--- config.mk ---
export PLATFORM = sky130hd
export DESIGN_NAME = uni_stream_decoder
export DESIGN_NICKNAME = d
export VERILOG_FILES = /design/src/rtl/uni_stream_decoder.sv
export SDC_FILE = /design/constraint.sdc
export NUM_CORES = 1
export LEC_CHECK = 0
export BUFFER_PORTS_ARGS = -buffer_cell sky130_fd_sc_hd__buf_2
export CAP_MARGIN = 30
export CELL_PAD_IN_SITES_DETAIL_PLACEMENT = 1
export CELL_PAD_IN_SITES_GLOBAL_PLACEMENT = 1
export CORE_ASPECT_RATIO = 2
export CORE_MARGIN = 10
export CORE_UTILIZATION = 47
export DETAILED_ROUTE_END_ITERATION = 6
export GPL_TIMING_DRIVEN = 0
export PLACE_DENSITY = 0.82
export SKIP_CTS_REPAIR_TIMING = 1
export SYNTH_ARGS = -nofsm -noshare
export SYNTH_HDL_FRONTEND = slang
export SYNTH_SLANG_ARGS = --single-unit
--- constraint.sdc ---
create_clock -name clk -period 3.8 [get_ports clk]
set_input_delay 0.76 -clock clk [delete_from_list [all_inputs] [get_ports clk]]
set_output_delay 0.76 -clock clk [all_outputs]
set_load 0.03 [all_outputs]
--- src/rtl/uni_stream_decoder.sv ---
// Unary-to-binary stream decoder: counts 1s over a 2^LOG_LEN-cycle window, returns result via valid/ready.
// Optional macro UNI_DEC_BIPOLAR_EN selects two's-complement (bipolar) output instead of unsigned.
module uni_stream_decoder #(
  parameter int LOG_LEN = 8
) (
  input  logic               clk,
  input  logic               rst,
  input  logic               iStream,
  input  logic               start,
  output logic               busy,
  output logic               oValid,
  input  logic               oReady,
  output logic [LOG_LEN-1:0] oData
);

  typedef enum logic [1:0] {IDLE, RUN, DONE} state_t;

  state_t             state;
  logic [LOG_LEN:0]   count;
  logic [LOG_LEN-1:0] bitCnt;
  logic [LOG_LEN:0]   nxtCount;

  localparam int HALF = 1 << (LOG_LEN - 1);

  function automatic logic [LOG_LEN-1:0] satOut(input logic [LOG_LEN:0] c);
`ifdef UNI_DEC_BIPOLAR_EN
    logic signed [LOG_LEN+1:0] d;
    // c >= 0 so d never drops below -HALF; only the upper bound can overflow
    d = signed'({1'b0, c}) - signed'((LOG_LEN+2)'(HALF));
    if (d > signed'((LOG_LEN+2)'(HALF - 1)))
      return (LOG_LEN)'(HALF - 1);
    else
      return d[LOG_LEN-1:0];
`else
    if (c[LOG_LEN])
      return '1;
    else
      return c[LOG_LEN-1:0];
`endif
  endfunction

  always_comb begin
    nxtCount = count + (LOG_LEN+1)'(iStream);
  end

  always_ff @(posedge clk) begin
    if (rst) begin
      state  <= IDLE;
      busy   <= 1'b0;
      oValid <= 1'b0;
      oData  <= '0;
      count  <= '0;
      bitCnt <= '0;
    end else begin
      case (state)
        IDLE: begin
          if (start) begin
            state  <= RUN;
            busy   <= 1'b1;
            count  <= (LOG_LEN+1)'(iStream);
            bitCnt <= (LOG_LEN)'(1);
          end
        end
        RUN: begin
          count  <= nxtCount;
          bitCnt <= bitCnt + (LOG_LEN)'(1);
          if (bitCnt == '1) begin
            state  <= DONE;
            busy   <= 1'b0;
            oValid <= 1'b1;
            oData  <= satOut(nxtCount);
          end
        end
        DONE: begin
          if (oReady) begin
            oValid <= 1'b0;
            // accept-and-restart in one cycle: this cycle's iStream is bit 0 of the new window
            if (start) begin
              state  <= RUN;
              busy   <= 1'b1;
              count  <= (LOG_LEN+1)'(iStream);
              bitCnt <= (LOG_LEN)'(1);
            end else begin
              state <= IDLE;
            end
          end
        end
        default: state <= IDLE;
      endcase
    end
  end

endmodule
Word-level counts from Yosys, hierarchy flattened:

Index checks and enable logic that the tools add are counted.

* muxes and demuxes: 19
* reductions and logical operators: 8
* equal/unequal tests: 6
* $add $sub $neg: 2

Operators by type and width (count)
* case mux 9 bit (3 select lines): 1
* two-way mux 8 bit: 3
* case mux 8 bit (3 select lines): 1
* two-way mux 9 bit: 2
* adder 9 x 1 -> 9 bit: 1
* AND reduction 3 bit: 3
* adder 8 x 1 -> 8 bit, second input constant: 1
* == test 8 bit, second input constant: 1
* two-way mux 1 bit: 6
* two-way mux 2 bit: 3
* != test 2 bit, second input constant: 3
* case mux 2 bit (3 select lines): 1
* AND reduction 2 bit: 2
* case mux 1 bit (3 select lines): 1
* nonzero test 3 bit: 1
* == test 2 x 1 -> 1 bit, second input constant: 1
* == test 2 bit, second input constant: 1
* logical NOT 2 bit: 1
* case mux 1 bit (2 select lines): 1
* nonzero test 2 bit: 1

* bits in registers: 29
* output and inout port bits: 10
* word-level logic and storage cells: 41

Depth between registers and ports, before layout:

* depth after elaboration: 3
* mapped depth: 7
* depth with buffers taken out: 6

Least setup slack after synthesis:

No wires, ideal clock.

* path kind: input to register
* from: input port iStream
* to: register oData[0]
* required time: 3720 ps
* buffers on the path: 1
* slack: 1616 ps
* cell stages on the path: 7
* setup time: 80 ps
* arrival time: 2103 ps
* path through: ha_1 -> ha_1 -> nand3_2 -> or3_1 -> and3_1 -> buf_6 -> a211oi_2

* word-level cells in the longest chain between the ends: 2

Ends and longest elaborated chain
* from (decl): RTL line 8 `input logic iStream,`
* adder 9 x 1 -> 9 bit: RTL line 43 `nxtCount = count + (LOG_LEN+1)'(iStream);`
* two-way mux 8 bit: RTL line 35 `if (c[LOG_LEN])`
* to (signal assigned): RTL line 71 `oData <= satOut(nxtCount);`
* to (decl): RTL line 13 `output logic [LOG_LEN-1:0] oData`

Every way passes these cells.
A chain may end at the register's enable or synchronous reset.

Worst setup path in the final report:

* from: input port iStream
* to: register oData[1]

The elaborated chain is that of the path after synthesis.

==> results_dict.tcl <==
set metrics [dict create \
    layout-drive-gt1-share 0.2216 \
    power.total_mw 0.6147 \
    r2r_slack_ns 1.82 \
    seqPwrFrac 0.512 \
    setup.worst_path.class "in2reg" \
    finalSetupViolCount 0 \
    worst_slew_pin_slew_ns 0.6228 \
    port_buffers 13 \
    max_freq_ghz 0.4518 \
    core_area_mm2 0.002978 \
    syn_nets 172 \
    slew_headroom 0.5848 \
    ys.warnings.count 0 \
    synthDominantCellAreaShare 0.3997 \
    fin_util 0.5513 \
    firstDrtPassIters 4 \
    synth-seq-cells 29 \
    clock_skew_ns 0.006420 \
    grt_pass1_vias 1481 \
    place_hpwl_mm 2.949 \
    reg2regPathDepth 7 \
    hp-start "busy" \
    peakVddDrop_mv 0.2310 \
    grt_pass1_wl_mm 6.748 \
    grt_overflow 0 \
    setup_tns_ns 0 \
    p_leak_nw 0.5851 \
    place.gp.congestion 0.8143 \
    maxSlewViolCount 0 \
    async_flop_share 0 \
    r2r_start "count[0]" \
    cts_root_buf "clkbuf_8" \
    rsz0062_at_grt "false" \
    area_growth_pct 13.01 \
    grtUsageTotal 0.1433 \
    first_iter_violations 14 \
    routed_via_density 6.051 \
    wl_mm 3.741 \
    clockBufferDepth 2 \
    die_x_um 59.31 \
    status "completed" \
    synth_top_flop_cell "dfxtp_1" \
    vias 1301 \
    cap_violations 0 \
    synthTopCellsByArea "dfxtp_1, a211oi_2, nor2_1" \
    drc 0 \
    fin_nets 192 \
    yosysTopAreaCell "dfxtp_1" \
    start_util 0.4878 \
    clockPowerShare 0.404 \
    synth_edf_count 0 \
    period_minus_slack_ns 2.213 \
    die_h_um 98.62 \
    rows 28 \
    critPathLaunchType "input port" \
    fill_cells 367 \
    switching_share 0.2646 \
    hold_path_depth 2 \
    p_int_mw 0.4521 \
    synthCells 164 \
    antenna_cells 0 \
    synth_cell_type_count 42 \
    hold_viol 0 \
    die_area_mm2 0.005849 \
    wire_per_inst_um 17.40 \
    grt_max_degree 11 \
    seq_area_frac_synth 0.3997 \
    crit_required_ns 4.00 \
    antenna_found_initial 0 \
    clk_pin_slew_worst_paths_ns 0.07 \
    hold_class "reg2reg" \
    crit_fanout 8 \
    p_per_area_mw_per_mm2 374.4 \
    min_period_over_period 0.5825 \
    reg2reg_to "oData[1]" \
    ioPinCount 15 \
    endpoint_kind "flop" \
    holdPathEnd "busy" \
    ant_nets 0 \
    cts_sinks 29 \
    crit_arrival_ns 2.41 \
    cts_buffers 5 \
    htreeDepth 2 \
    synth_area_mm2 0.001453 \
    synth.avg_cell_area_um2 8.858 \
    p_switching_mw 0.1626 \
    combinationalPowerShare 0.084 \
    cts_tree "yes" \
    clk_latency_ns 0.28 \
]
[cell usage after synthesis, types with 4 or more instances]
master / count
a211oi_2: 8
nand3b_1: 4
nor2_1: 22
clkbuf_1: 5
xor2_1: 4
nand3_1: 5
inv_1: 4
xnor2_1: 5
a21oi_1: 13
nand2_1: 8
o31ai_1: 4
dfxtp_1: 29
o21ai_0: 9
[logic make-up after synthesis]
| family | count (synthesis) | synth area share |
|---|---|---|
| muxes | 1 | 0.006891 |
| and+or+nand+nor | 64 | 0.2472 |
| adders and majority gates | 3 | 0.02584 |
| DFF | 29 | 0.3997 |
| xor gates and xnor gates | 9 | 0.05426 |
| buffers and inverters | 14 | 0.04651 |
| AOI/OAI and AO/OA | 44 | 0.2196 |
[layout make-up]
type	count	area [um2]	area share
Multi-Input combinational cell	121	804.5	0.4901
Sequential cell	29	580.6	0.3537
Clock buffer	5	68.82	0.04192
Timing Repair Buffer	13	65.06	0.03963
Buffer	10	52.55	0.03201
Tap cell	30	37.54	0.02287
Clock inverter	3	17.52	0.01067
Inverter	4	15.01	0.009146
[metal layers]
layer	vias to the layer above	GRT usage	wire length, um
met5	-	0	0
met4	0	0.06394	70
met3	8	0.03856	141
met2	17	0.2679	2199
met1	648	0.1330	1330
li1	628	-	-
[flip-flops by register name, summed over array words and instances (netlist names)]
signal  count
bitCnt      8
busy        1
count       9
oData       8
oValid      1
state       2
[how the worst max path moves through the flow]
stage / start / endpoint / slack, ns / cells after the start
floorplan: iStream / oData[0] / 1.62 / 7
global placement: iStream / oData[0] / 1.37 / 8
detailed placement: iStream / oData[1] / 1.29 / 8
CTS: iStream / oData[1] / 1.58 / 8
global route: iStream / oData[3] / 1.43 / 8
finish: iStream / oData[1] / 1.59 / 8
[per-stage QoR]
step	instance area, um2	hold WS [ns]	cells	worst slack, ns
floorplan	1453	0.4568	164	1.616
global placement	1555	0.4698	207	1.366
global route	1642	0.5382	215	1.434
finish	1642	0.5041	215	1.587
detailed placement	1555	0.4929	207	1.285
CTS	1642	0.5087	215	1.579
[cells in the final DEF (no fill, tap or decap), types with 5 or more instances in the layout]
cell	instances
dfxtp_1	29
clkbuf_1	5
a211oi_2	8
xnor2_1	5
clkbuf_8	5
nand3_1	5
nand2_1	8
buf_2	16
a21oi_1	13
nor2_1	22
o21ai_0	9
[power by group through the flow]
stage | combinational [mW] | clock [mW] | sequential (mW)
floorplan | 0.0339 | 0 | 0.322
global placement | 0.0494 | 0 | 0.321
detailed placement | 0.0524 | 0 | 0.322
CTS | 0.0526 | 0.257 | 0.315
global route | 0.0583 | 0.273 | 0.315
finish | 0.0516 | 0.248 | 0.315
[worst max-delay path, cell delays in order]
cell      delay (ns)
buf_2           0.10
ha_1            0.19
ha_1            0.29
nand3_2         0.15
or3_1           0.36
and3_1          0.19
buf_6           0.14
a211oi_2        0.22
(Power assumes the default switching activity.)
